## src/rtl/coa_pkg.sv

```systemverilog
// Shared COA types: result width, angle class and collector state encodings.
package coa_pkg;

    localparam int COA_D_W = 10;

    typedef enum logic [1:0] {
        CLS_ACUTE  = 2'd0,
        CLS_RIGHT  = 2'd1,
        CLS_OBTUSE = 2'd2
    } coa_class_e;

    typedef enum logic {
        IDLE  = 1'b0,
        ACCUM = 1'b1
    } coll_state_e;

endpackage

```

## src/rtl/coa_stat_collector_if.sv

```systemverilog
// COA sample stream in, per-frame report out (valid/ready), plus status flags.
interface coa_stat_collector_if
    import coa_pkg::*;
#(
    parameter int DATA_W = COA_D_W,
    parameter int CNT_W  = 5,
    parameter int SUM_W  = 14
);
    logic              coa_valid;
    logic [DATA_W-1:0] coa_d;
    logic              flush;
    logic              rpt_ready;
    logic              rpt_valid;
    logic [CNT_W-1:0]  rpt_acute;
    logic [CNT_W-1:0]  rpt_right;
    logic [CNT_W-1:0]  rpt_obtuse;
    logic [DATA_W-1:0] rpt_max;
    logic [DATA_W-1:0] rpt_min;
    logic [SUM_W-1:0]  rpt_sum;
    logic              overrun;
    logic              busy;

    modport master (
        output coa_valid, coa_d, flush, rpt_ready,
        input  rpt_valid, rpt_acute, rpt_right, rpt_obtuse,
        input  rpt_max, rpt_min, rpt_sum, overrun, busy
    );

    modport slave (
        input  coa_valid, coa_d, flush, rpt_ready,
        output rpt_valid, rpt_acute, rpt_right, rpt_obtuse,
        output rpt_max, rpt_min, rpt_sum, overrun, busy
    );
endinterface

```

## src/rtl/coa_angle_classify.sv

```systemverilog
// Classifies the angle at A from the sign of D: >0 acute, ==0 right, <0 obtuse.
// Latency: combinational.
// Backpressure: none.
module coa_angle_classify
    import coa_pkg::*;
#(
    parameter int DATA_W = COA_D_W
) (
    input  logic [DATA_W-1:0] coa_d,
    output coa_class_e        cls
);
    always_comb begin
        if (coa_d[DATA_W-1]) begin
            cls = CLS_OBTUSE;
        end else if (coa_d == '0) begin
            cls = CLS_RIGHT;
        end else begin
            cls = CLS_ACUTE;
        end
    end
endmodule

```

## src/rtl/coa_stat_collector.sv

```systemverilog
// Per-frame angle-class statistics (counts, signed min/max/sum) over FRAME_LEN COA samples.
// Latency: report valid 1 cycle after the closing sample.
// Backpressure: none on input; an unread report is overwritten by the next frame, setting overrun.
module coa_stat_collector
    import coa_pkg::*;
#(
    parameter int DATA_W    = COA_D_W,
    parameter int FRAME_LEN = 16,
    parameter int CNT_W     = $clog2(FRAME_LEN + 1),
    parameter int SUM_W     = DATA_W + $clog2(FRAME_LEN)
) (
    input  logic               clk,
    input  logic               rst,
    coa_stat_collector_if.slave bus
);
    localparam int                 IDX_W  = $clog2(FRAME_LEN);
    localparam logic [IDX_W-1:0]   IDX_LAST = IDX_W'(FRAME_LEN - 1);
    localparam logic [DATA_W-1:0]  MAX_ID = {1'b1, {(DATA_W-1){1'b0}}};
    localparam logic [DATA_W-1:0]  MIN_ID = {1'b0, {(DATA_W-1){1'b1}}};

    coll_state_e              state_q, state_d;
    coa_class_e               cls;
    logic                     accept, close;
    logic [IDX_W-1:0]         idx_q;
    logic [CNT_W-1:0]         acute_q, right_q, obtuse_q;
    logic [CNT_W-1:0]         acute_d, right_d, obtuse_d;
    logic signed [DATA_W-1:0] d_s, max_q, min_q, max_d, min_d;
    logic signed [SUM_W-1:0]  sum_q, sum_d;

    logic                     rpt_valid_q, overrun_q;
    logic [CNT_W-1:0]         rpt_acute_q, rpt_right_q, rpt_obtuse_q;
    logic [DATA_W-1:0]        rpt_max_q, rpt_min_q;
    logic [SUM_W-1:0]         rpt_sum_q;

    coa_angle_classify #(.DATA_W(DATA_W)) u_classify (
        .coa_d (bus.coa_d),
        .cls   (cls)
    );

    // flush beats a coincident sample, including the one that would close the frame
    assign d_s    = bus.coa_d;
    assign accept = bus.coa_valid & ~bus.flush;
    assign close  = accept && (idx_q == IDX_LAST);

    always_comb begin
        acute_d  = acute_q  + CNT_W'(cls == CLS_ACUTE);
        right_d  = right_q  + CNT_W'(cls == CLS_RIGHT);
        obtuse_d = obtuse_q + CNT_W'(cls == CLS_OBTUSE);
        max_d    = (d_s > max_q) ? d_s : max_q;
        min_d    = (d_s < min_q) ? d_s : min_q;
        sum_d    = sum_q + SUM_W'(d_s);
    end

    always_ff @(posedge clk) begin
        if (rst) begin
            state_q <= IDLE;
        end else begin
            state_q <= state_d;
        end
    end

    always_comb begin
        state_d = state_q;
        case (state_q)
            IDLE:    if (accept) state_d = ACCUM;
            ACCUM:   if (bus.flush || close) state_d = IDLE;
            default: state_d = IDLE;
        endcase
    end

    always_comb begin
        bus.busy = (state_q == ACCUM);
    end

    // Closing edge hands the updated stats to the report slot and restarts at identity
    always_ff @(posedge clk) begin
        if (rst || bus.flush || close) begin
            idx_q    <= '0;
            acute_q  <= '0;
            right_q  <= '0;
            obtuse_q <= '0;
            max_q    <= MAX_ID;
            min_q    <= MIN_ID;
            sum_q    <= '0;
        end else if (accept) begin
            idx_q    <= idx_q + 1'b1;
            acute_q  <= acute_d;
            right_q  <= right_d;
            obtuse_q <= obtuse_d;
            max_q    <= max_d;
            min_q    <= min_d;
            sum_q    <= sum_d;
        end
    end

    always_ff @(posedge clk) begin
        if (rst) begin
            rpt_valid_q  <= 1'b0;
            overrun_q    <= 1'b0;
            rpt_acute_q  <= '0;
            rpt_right_q  <= '0;
            rpt_obtuse_q <= '0;
            rpt_max_q    <= '0;
            rpt_min_q    <= '0;
            rpt_sum_q    <= '0;
        end else if (close) begin
            rpt_valid_q  <= 1'b1;
            rpt_acute_q  <= acute_d;
            rpt_right_q  <= right_d;
            rpt_obtuse_q <= obtuse_d;
            rpt_max_q    <= max_d;
            rpt_min_q    <= min_d;
            rpt_sum_q    <= sum_d;
            if (rpt_valid_q && !bus.rpt_ready) begin
                overrun_q <= 1'b1;
            end
        end else if (rpt_valid_q && bus.rpt_ready) begin
            rpt_valid_q <= 1'b0;
        end
    end

    assign bus.rpt_valid  = rpt_valid_q;
    assign bus.rpt_acute  = rpt_acute_q;
    assign bus.rpt_right  = rpt_right_q;
    assign bus.rpt_obtuse = rpt_obtuse_q;
    assign bus.rpt_max    = rpt_max_q;
    assign bus.rpt_min    = rpt_min_q;
    assign bus.rpt_sum    = rpt_sum_q;
    assign bus.overrun    = overrun_q;
endmodule

```

## src/flat_wrapper.sv

```systemverilog
// flat-port wrapper written by rule: the top's interface ports become plain ports
module coa_stat_collector_flat import coa_pkg::*;
#(
    parameter int DATA_W    = COA_D_W,
    parameter int FRAME_LEN = 16,
    parameter int CNT_W     = $clog2(FRAME_LEN + 1),
    parameter int SUM_W     = DATA_W + $clog2(FRAME_LEN)
)
  (clk, rst, bus_coa_valid, bus_coa_d, bus_flush, bus_rpt_ready, bus_rpt_valid, bus_rpt_acute, bus_rpt_right, bus_rpt_obtuse, bus_rpt_max, bus_rpt_min, bus_rpt_sum, bus_overrun, bus_busy);
  coa_stat_collector_if #(.DATA_W(DATA_W), .CNT_W(CNT_W), .SUM_W(SUM_W)) bus_i ();
  input  logic clk;
  input  logic rst;
  input wire logic [$bits(bus_i.coa_valid)-1:0] bus_coa_valid;
  input wire logic [$bits(bus_i.coa_d)-1:0] bus_coa_d;
  input wire logic [$bits(bus_i.flush)-1:0] bus_flush;
  input wire logic [$bits(bus_i.rpt_ready)-1:0] bus_rpt_ready;
  output wire logic [$bits(bus_i.rpt_valid)-1:0] bus_rpt_valid;
  output wire logic [$bits(bus_i.rpt_acute)-1:0] bus_rpt_acute;
  output wire logic [$bits(bus_i.rpt_right)-1:0] bus_rpt_right;
  output wire logic [$bits(bus_i.rpt_obtuse)-1:0] bus_rpt_obtuse;
  output wire logic [$bits(bus_i.rpt_max)-1:0] bus_rpt_max;
  output wire logic [$bits(bus_i.rpt_min)-1:0] bus_rpt_min;
  output wire logic [$bits(bus_i.rpt_sum)-1:0] bus_rpt_sum;
  output wire logic [$bits(bus_i.overrun)-1:0] bus_overrun;
  output wire logic [$bits(bus_i.busy)-1:0] bus_busy;
  assign bus_i.coa_valid = bus_coa_valid;
  assign bus_i.coa_d = bus_coa_d;
  assign bus_i.flush = bus_flush;
  assign bus_i.rpt_ready = bus_rpt_ready;
  assign bus_rpt_valid = bus_i.rpt_valid;
  assign bus_rpt_acute = bus_i.rpt_acute;
  assign bus_rpt_right = bus_i.rpt_right;
  assign bus_rpt_obtuse = bus_i.rpt_obtuse;
  assign bus_rpt_max = bus_i.rpt_max;
  assign bus_rpt_min = bus_i.rpt_min;
  assign bus_rpt_sum = bus_i.rpt_sum;
  assign bus_overrun = bus_i.overrun;
  assign bus_busy = bus_i.busy;
  coa_stat_collector #(.DATA_W(DATA_W), .FRAME_LEN(FRAME_LEN), .CNT_W(CNT_W), .SUM_W(SUM_W)) u_core (.clk(clk), .rst(rst), .bus(bus_i));
endmodule
```

## config.mk

```make
export PLATFORM = sky130hd
export DESIGN_NAME = coa_stat_collector_flat
export DESIGN_NICKNAME = d
export VERILOG_FILES = /design/src/rtl/coa_pkg.sv /design/src/rtl/coa_stat_collector_if.sv /design/src/rtl/coa_angle_classify.sv /design/src/rtl/coa_stat_collector.sv /design/src/flat_wrapper.sv
export SDC_FILE = /design/constraint.sdc
export NUM_CORES = 1
export LEC_CHECK = 0
export ABC_AREA = 1
export BUFFER_PORTS_ARGS = -buffer_cell sky130_fd_sc_hd__buf_2
export CAP_MARGIN = 20
export CELL_PAD_IN_SITES_DETAIL_PLACEMENT = 1
export CELL_PAD_IN_SITES_GLOBAL_PLACEMENT = 2
export CORE_AREA = 5 5 147 135
export CTS_CLUSTER_SIZE = 8
export DETAILED_ROUTE_END_ITERATION = 10
export DIE_AREA = 0 0 152 140
export PLACE_DENSITY = 0.86
export RECOVER_POWER = 100
export SETUP_SLACK_MARGIN = 0.5
export SLEW_MARGIN = 20
export SYNTH_ARGS = -nofsm -noshare
export SYNTH_HDL_FRONTEND = slang
export SYNTH_SLANG_ARGS = --single-unit
export TNS_END_PERCENT = 100
```

## constraint.sdc

```tcl
create_clock -name clk -period 2.4 [get_ports clk]
set_input_delay 0.48 -clock clk [delete_from_list [all_inputs] [get_ports clk]]
set_output_delay 0.48 -clock clk [all_outputs]
set_load 0.02 [all_outputs]
```

* Word level (Yosys, flattened, before mapping)
Index checks and enable logic that the tools add are counted.
Storage, ports and cells: register bits 105, bits of input ports 15, word-level logic and storage cells 49
Operators by class: add/sub/neg operators 5, $lt $le $gt $ge 2, eq/ne operators 3, multiplexer cells 9, bitwise operators 3, reductions and logical operators 11
Operators by type and width (number):
- 10-bit two-way mux | 2
- 5-bit by 1-bit adder with 5-bit output | 3
- 14-bit by 10-bit adder with 14-bit output | 1
- 10-bit greater-than comparator | 1
- 10-bit logical NOT | 1
- 10-bit < comparator | 1
- 1-bit two-way mux | 5
- 4-bit by 1-bit adder with 4-bit output, second input constant | 1
- 4-bit == test, second input constant | 1
- 1-bit logical AND | 3
- 1-bit logical OR | 3
- 2-bit by 1-bit == test with 1-bit output, second input constant | 1
- 2-bit == test, second input constant | 1
- 2-bit logical NOT | 1
- 2-bit two-way mux | 1
- 1-bit NOT | 2
- 1-bit case mux with 2 select lines | 1
- 2-bit AND reduction | 1
- 2-bit nonzero test | 1
- 1-bit bitwise AND | 1
- 1-bit logical NOT | 1

* Depth between registers and ports, before layout
Gate-level depths: netlist (run 1).
depth after elaboration 6, gate-level depth with buffers 14, gate-level depth less buffers 14

* By module
A second synthesis (run 1) with hierarchy kept.
Unflattened totals: cells, all modules 845, area, all modules 5739.3 sq um
Modules (own cells, without submodules):
- coa_stat_collector | instances 1, cells an instance 836, area each 5700.5 sq um, sequential area each 2102.0 sq um
- coa_angle_classify | instances 1, cells an instance 9, area each 38.8 sq um, sequential area each 0.0 sq um

* Worst setup path before layout (run 1)
Ideal clock, no wire load.
kind input to register, from in bus_coa_d[0], to reg u_core.rpt_acute_q[4], in the netlist u_core.bus.rpt_acute[4], library setup time 116 ps, arrival 1782 ps, required time 2284 ps, setup slack 503 ps, stages on the path 10, path through nor4_1 nand2_1 nor3_1 nor2_1 ha_1 ha_1 nand3_1 xnor2_1 o21ai_0 nor2_1
On the way: cells in the longest elaborated chain, start to end 5
RTL lines:
- from (decl) | line flat_wrapper.sv:14 | input wire logic [$bits(bus_i.coa_d)-1:0] bus_coa_d;
- 10-bit logical NOT | line coa_angle_classify.sv:15 | end else if (coa_d == '0) begin
- 1-bit two-way mux | line coa_angle_classify.sv:15
- 2-bit two-way mux | line coa_angle_classify.sv:13 | if (coa_d[DATA_W-1]) begin
- 2-bit logical NOT | line coa_stat_collector.sv:46 | acute_d = acute_q + CNT_W'(cls == CLS_ACUTE);
- 5-bit by 1-bit adder with 5-bit output | line coa_stat_collector.sv:46
- to (signal assigned) | line coa_stat_collector.sv:108 | rpt_acute_q <= acute_d;
- to (decl) | line coa_stat_collector.sv:31 | logic [CNT_W-1:0] rpt_acute_q, rpt_right_q, rpt_obtuse_q;
No other way between the ends. A chain may end at the register's enable or synchronous reset.

* Worst setup path in the final report (run 1)
from in bus_coa_d[1], to reg u_core.rpt_acute_q[4], in the netlist u_core.bus.rpt_acute[4]
The elaborated chain is that of the path after synthesis.

==> metrics.md, run 1 <==
| Metric | Value |
|---|---|
| Net Count, Synth | approximately 900 |
| PD cells | roughly 540 mW/mm² |
| GRT Total Usage | 0.1612 |
| Commonest non-fill, non-tap cell in the layout | nand2_1 |
| Post-synth EDFFs | 0 |
| Die X | roughly 150 µm |
| Static Leak | 3.402 nW |
| Largest net degree at the start of global routing | 52 |
| Met1 usage | 0.2167 |
| Vias in the first global route | approximately 5,200 |
| Synth cell types | 32 |
| Initial antenna violation count | 1 |
| Vias post-DR | 5,531 |
| GR Overflow Total | 0 |
| H-Tree Depth | 3 |
| Drt total wl | between 15,000 and 20,000 µm |
| Cell Count, Final, Fillers Out | roughly 1,200 |
| Grt met3 use | 0.03732 |
| Final ANT Viol Nets | 0 |
| Critical path type | primary input to flop |
| Register bit total from synthesis | 105 |
| Worst setup slack after layout | ~0.37 ns |
| Placement Cell Area | ~0.0064 mm² |
| TritonCTS clock tree | yes |
| Dpl ws | -0.07858 ns |
| Clock Sink Count | 105 |
| Hold WS | 0.4278 ns |
| Num rows | 47 |
| Slowest-stage cell, CP | nor3_1 |
| Setup Viol. Count Final | 0 |
| Critical-path cell list | buf_8 -> nor4_4 -> nand2_2 -> nor3_1 -> nor2_1 -> ha_2 -> ha_4 -> nand3_4 -> xnor2_2 -> o21ai_0 -> nor2_1 |
| RSZ-0062 raised after global routing | yes |
| Outcome | finished clean |
| DRT iter0 DRCs | 265 |
| Worst Setup End Kind | flop |
| Required @ worst endpoint | approximately 2.7 ns |
| GP Congestion | about 0.8 |
| CP bufs+invs | 1 |
| DRC viols | 0 |
| Max-slew violation total from the final report | 0 |
| CP Data Arrival Time | around 2.3 ns |
| Final nets | just under 1,000 |
| Skew-Pair Late Insertion Delay | 0.36 ns |
| Layout area overhead | 27.03% |
| Synth Flop Type | dfxtp_1 |
| Hold Vio Cnt, Final | 0 |
| Fin Setup TNS | 0 ns |
| Global-route wire length before repair | ~28,000 µm |
| Fill count | around 2,400 |
| CTS root buf | clkbuf_16 |
| GR peak layer | met2 |
| Via/cell ratio | 4.744 |
| Multi-input gate area | 0.003457 mm² |
| Layout cells sized above 1 | 0.1607 |
| Worst slew margin | 0.6839 |
| Routed len/inst | 15.68 µm |
| Design Area, Final | about 0.007 mm² |
| Type of origin of the critical path | primary input |
| Met2 Use GR | 0.2652 |
| Max Fanout on Critical Path | 2 |
| Worst path most repeated cell | nor2_1 |
| Synth warn | 0 |
| Most frequent cells in the layout | nand2_1, nor2_1, inv_1, dfxtp_1, nand3_1 |
| Cts hold-fix bufs | 0 |
| Placed Cells | between 1,000 and 1,500 |
| Syn_area_per_cell | 6.797 µm² |
| N_diodes | 0 |
| Sequential share of the synthesized area | 0.3704 |
| FMAX | around 500 MHz |
| Port-buffer cells | 66 |
| Delay-heaviest family, CP | simple AND/OR/NAND/NOR gates |
| Pre-antenna DRT Iters | 4 |
| Total I/O pin count | 67 |
| Synth Instances | between 800 and 900 |
| Die Ht | 140 µm |
| Async set-or-reset flop fraction in the synthesized netlist | 0 |
| Hold Crit Class | primary input to flop |
| Tcrit/Tclk final | 0.8474 |
| Effective utilization at floorplan | 0.3133 |
| Cts bufs inserted | 9 |
| Register area | about 0.0021 mm² |
| Max Root-Sink Buffers | 2 |
| Core area | around 0.018 mm² |
| Min Tclk post-route | roughly 2 ns |
| Die Area | 0.02128 mm² |
| Syn Std Cell Area | between 0.005 and 0.006 mm² |
| Detailed Place HPWL | between 10,000 and 15,000 µm |
| Slew of the pin with the lowest slew margin | roughly 0.47 ns |
| MaxCap Viol Count | 0 |
| Peak supply drop | between 0.0002 and 0.0003 V |
| Worst-path clk slew | 0.07 ns |
| Clock skew | between 0.01 and 0.015 ns |
| CP peak stage delay | a little under 0.4 ns |
==> power by group <==
| group | internal [W] | switching, W |
|---|---|---|
| combinational | 0.000217 | 0.000398 |
| clock | 0.000771 | 0.000698 |
| sequential | 0.00176 | 0.0000154 |
==> worst min-delay path: stages <==
cell,delay (ns)
buf_2,0.08
inv_1,0.05
nand2_1,0.07
a21oi_1,0.06
==> sequential cells by signal (all words and copies together) (netlist names) <==
signal	flops
u_core.acute_q	5
u_core.bus.busy	1
u_core.bus.overrun	1
u_core.bus.rpt_acute	5
u_core.bus.rpt_max	10
u_core.bus.rpt_min	10
u_core.bus.rpt_obtuse	5
u_core.bus.rpt_right	5
u_core.bus.rpt_sum	14
u_core.bus.rpt_valid	1
u_core.idx_q	4
u_core.max_q	10
u_core.min_q	10
u_core.obtuse_q	5
u_core.right_q	5
u_core.sum_q	14
==> through the flow <==
step,total power [W],util
floorplan,0.002130,-
global placement,0.002291,0.3509
detailed placement,0.002299,0.3509
CTS,0.003796,0.3690
global route,0.004060,0.3980
finish,0.003864,0.3980
==> final timing paths <==
| check | from | endpoint | slack (ns) | cells after the start |
|---|---|---|---|---|
| setup / recovery | bus_coa_d[1] | u_core.bus.rpt_acute[4]$_SDFFE_PP0P_ | 0.37 | 11 |
| hold / removal | bus_rpt_ready | u_core.bus.rpt_valid$_SDFFE_PP0P_ | 0.43 | 4 |
| setup reg to reg | u_core.max_q[8]$_SDFFE_PP0P_ | u_core.max_q[7]$_SDFFE_PP0P_ | 0.37 | 11 |
| hold reg to reg | u_core.bus.busy$_SDFF_PP0_ | u_core.bus.busy$_SDFF_PP0_ | 0.47 | 1 |
==> Yosys cell counts, types with 2 or more instances <==
cell type | n | area (µm²)
o21ai_0 | 26 | 130.1
or2_2 | 2 | 12.51
nand2_1 | 208 | 780.8
nor3_1 | 3 | 15.01
dfxtp_1 | 105 | 2102
nand4_1 | 7 | 43.79
ha_1 | 39 | 488.0
clkbuf_1 | 19 | 71.32
nor4_1 | 2 | 12.51
o211ai_1 | 8 | 60.06
buf_2 | 9 | 45.04
nand2_2 | 2 | 12.51
buf_6 | 3 | 33.78
nand3_2 | 2 | 20.02
nand2_4 | 2 | 22.52
buf_4 | 2 | 15.01
inv_2 | 2 | 7.510
xor2_1 | 9 | 78.83
nor2_1 | 122 | 457.9
xnor2_1 | 7 | 61.31
nand3b_1 | 3 | 22.52
a21o_1 | 2 | 15.01
nand3_1 | 88 | 440.4
inv_1 | 103 | 386.6
a21oi_1 | 53 | 265.3
==> kinds of logic (layout without fill, tap and decap cells) <==
group	count (synthesis)	count (layout)	synth area share
compound gates	91	91	0.08576
buf+inv	139	222	0.09920
simple gates	444	447	0.3305
flops	105	105	0.3704
fa+ha+maj	40	40	0.08951
xor+xnor	16	16	0.02469
==> per-layer routing <==
metal | share of wire | wire, µm
met2 | 0.47 | 8627
met5 | 0.00071 | 13
met3 | 0.031 | 558
met4 | 0.014 | 250
met1 | 0.48 | 8828
==> repair_timing <==
item                                    4_1_cts  5_1_grt
gates cloned                                  0        5
buffers inserted                              0       11
resized for setup                             7      130
endpoints found under the setup margin       59       66
pin swaps                                     1       35
==> area by class of cell <==
type / count / area share
Timing Repair Buffer: 100 / 0.08851
Multi-Input combinational cell: 594 / 0.4795
Clock buffer: 12 / 0.03558
Sequential cell: 105 / 0.2935
Tap cell: 245 / 0.04252
Inverter: 106 / 0.05571
Clock inverter: 4 / 0.004686
Note: power is estimated with default switching activity, not from simulation.
==> inputs of run 2 (changes only) <==
==> constraint.sdc (replaced) <==
create_clock -name clk -period 2 [get_ports clk]
set_input_delay 0.4 -clock clk [delete_from_list [all_inputs] [get_ports clk]]
set_output_delay 0.4 -clock clk [all_outputs]
set_load 0.02 [all_outputs]
==> metrics.md, run 2 (synthesis results as in run 1) <==
| Metric | Value |
|---|---|
| Outcome | finished clean |
| Clock Sink Count | approximately 110 |
| Initial antenna violation count | 0 |
| Static Leak | roughly 4.2 nW |
| N_diodes | 0 |
| Hold Crit Class | primary input to flop |
| Required @ worst endpoint | roughly 2.3 ns |
| Most frequent cells in the layout | nand2_1, nor2_1, inv_1, dfxtp_1, buf_4 |
| Reg-to-Reg End | u_core.max_q[1]$_SDFFE_PP0P_ |
| Drt total wl | ~25,000 µm |
| Max Root-Sink Buffers | 2 |
| Reg2reg start | u_core.max_q[5]$_SDFFE_PP0P_ |
| Commonest non-fill, non-tap cell in the layout | nand2_1 |
| Fill count | between 2,000 and 2,500 |
| Slowest-stage cell, CP | dfxtp_2 |
| Worst Setup End Kind | flop |
| Die Area | between 0.02 and 0.025 mm² |
| Cts hold-fix bufs | 0 |
| Final ANT Viol Nets | 0 |
| CP peak stage delay | approximately 0.36 ns |
| Layout cells sized above 1 | 0.4080 |
| Pre-antenna DRT Iters | 4 |
| Cts bufs inserted | 9 |
| Cell Count, Final, Fillers Out | approximately 1,200 |
| Worst Setup SP | u_core.max_q[5]$_SDFFE_PP0P_ |
| TritonCTS clock tree | yes |
| Largest net degree at the start of global routing | 48 |
| Worst Setup EP | u_core.max_q[1]$_SDFFE_PP0P_ |
| Delay-heaviest family, CP | simple AND/OR/NAND/NOR gates |
| Die Ht | between 100 and 150 µm |
| Multi-input gate area | about 0.0046 mm² |
| H-Tree Depth | 3 |
| Detailed Place HPWL | between 10,000 and 15,000 µm |
| Max-slew violation total from the final report | 0 |
| Worst slew margin | 0.6612 |
| Placement Cell Area | approximately 0.0072 mm² |
| Hold_sp | bus_rpt_ready |
| PD cells | about 550 mW/mm² |
| Vias in the first global route | roughly 6,300 |
| Layout area overhead | 62.41% |
| GRT Total Usage | 0.1925 |
| Tcrit/Tclk final | 0.9587 |
| Placed Cells | ~1,200 |
| Vias post-DR | 6,204 |
| Worst r2r path cells | 12 |
| Skew-Pair Late Insertion Delay | 0.38 ns |
| Critical-path cell list | inv_2 -> ha_4 -> nand2_4 -> nor2_4 -> buf_4 -> nand4_1 -> buf_6 -> nand3_4 -> nand2_1 -> nand3_1 -> nand2_1 -> inv_1 |
| Port-buffer cells | 66 |
| GR Overflow Total | 0 |
| Total I/O pin count | 67 |
| Die X | between 150 and 200 µm |
| Design Area, Final | 0.009218 mm² |
| Fin Setup TNS | 0 ns |
| MaxCap Viol Count | 0 |
| Peak supply drop | 0.0003824 V |
| Via/cell ratio | around 5 |
| Worst-path clk slew | ~0.080 ns |
| Clock skew | approximately 0.017 ns |
| Post-layout util | 0.5089 |
| Slew of the pin with the lowest slew margin | around 0.5 ns |
| Global-route wire length before repair | between 30,000 and 40,000 µm |
| DRT iter0 DRCs | 347 |
| Register area | roughly 0.0021 mm² |
| Worst path most repeated cell | nand2_1 |
| CP bufs+invs | 4 |
| RSZ-0062 raised after global routing | yes |
| Type of origin of the critical path | flop |
| Hold Vio Cnt, Final | 0 |
| CTS root buf | clkbuf_16 |
| Final nets | between 1,000 and 1,500 |
| Routed len/inst | 19.90 µm |
| Max Fanout on Critical Path | 5 |
| Min Tclk post-route | between 1.5 and 2 ns |
| Setup Viol. Count Final | 0 |
| Critical path type | flop to flop |
| CP Depth | 12 |
| DRC viols | 0 |
| FMAX | 521.6 MHz |
| Core area | between 0.015 and 0.02 mm² |
| Reg2Reg Setup Slack | 0.08 ns |
| Effective utilization at floorplan | 0.3133 |
| GP Congestion | around 0.84 |
| Num rows | 47 |
| CP Data Arrival Time | between 2 and 2.5 ns |
run 2: cell count changes in the layout (fill, tap and decap cells not counted), sizes merged:
| cell | previous run | this run |
|---|---|---|
| clkinv | 2 | 3 |
| inv | 106 | 107 |
| clkbuf | 69 | 74 |
| buf | 43 | 110 |
run 2: cell type report:
| type | instances | area share |
|---|---|---|
| clock inverter | 6 | 0.005294 |
| clock buffer | 10 | 0.02593 |
| sequential | 105 | 0.2332 |
| inverter | 106 | 0.04479 |
| multi-input combinational | 594 | 0.4955 |
| tap | 245 | 0.03326 |
| timing repair buffer | 174 | 0.1621 |
run 2: metal layers:
layer	wire, µm	up-vias	share of wire	global-route usage
li1	-	2983	-	-
met5	0	-	0	0
met2	12450	101	0.50	0.3302
met1	10980	3084	0.45	0.2497
met4	476	0	0.019	0.05582
met3	771	36	0.031	0.03300
run 2: worst min-delay path by stage:
stage | end | depth (start not counted)
finish | u_core.bus.rpt_valid$_SDFFE_PP0P_ | 4
global route | u_core.bus.rpt_valid$_SDFFE_PP0P_ | 4
CTS | u_core.bus.rpt_valid$_SDFFE_PP0P_ | 4
detailed placement | u_core.bus.overrun$_SDFFE_PP0P_ | 1
global placement | u_core.bus.busy$_SDFF_PP0_ | 1
floorplan | u_core.obtuse_q[0]$_SDFFE_PP0P_ | 2
run 2: worst min-delay path: stages:
cell and delay (ns):
buf_2 0.08, inv_1 0.03, nand2_1 0.08, a21oi_1 0.07
run 2: through the flow:
| stage | hold slack [ns] | power [W] | worst slack [ns] |
|---|---|---|---|
| after CTS | 0.3105 | 0.004964 | 0.2561 |
| after floorplan | 0.4447 | 0.002640 | 0.2331 |
| after detailed placement | 0.4503 | 0.002920 | -0.1687 |
| after global placement | 0.4395 | 0.002913 | -0.1323 |
| final | 0.3334 | 0.005107 | 0.08269 |
| after global routing | 0.3621 | 0.005297 | 0.01721 |
run 2: power breakdown:
group          switching [W]  total, W  internal [W]
sequential         0.0000262   0.00214       0.00211
combinational       0.000678   0.00114      0.000467
clock               0.000925   0.00182      0.000897
run 2: repair_timing:
item | CTS | global route
pin swaps | 79 | 89
endpoints found under the setup margin | 96 | 94
endpoints found under the hold margin | 0 | 0
setup buffers | 23 | 16
gates cloned | 8 | 8
gates resized for setup | 200 | 156
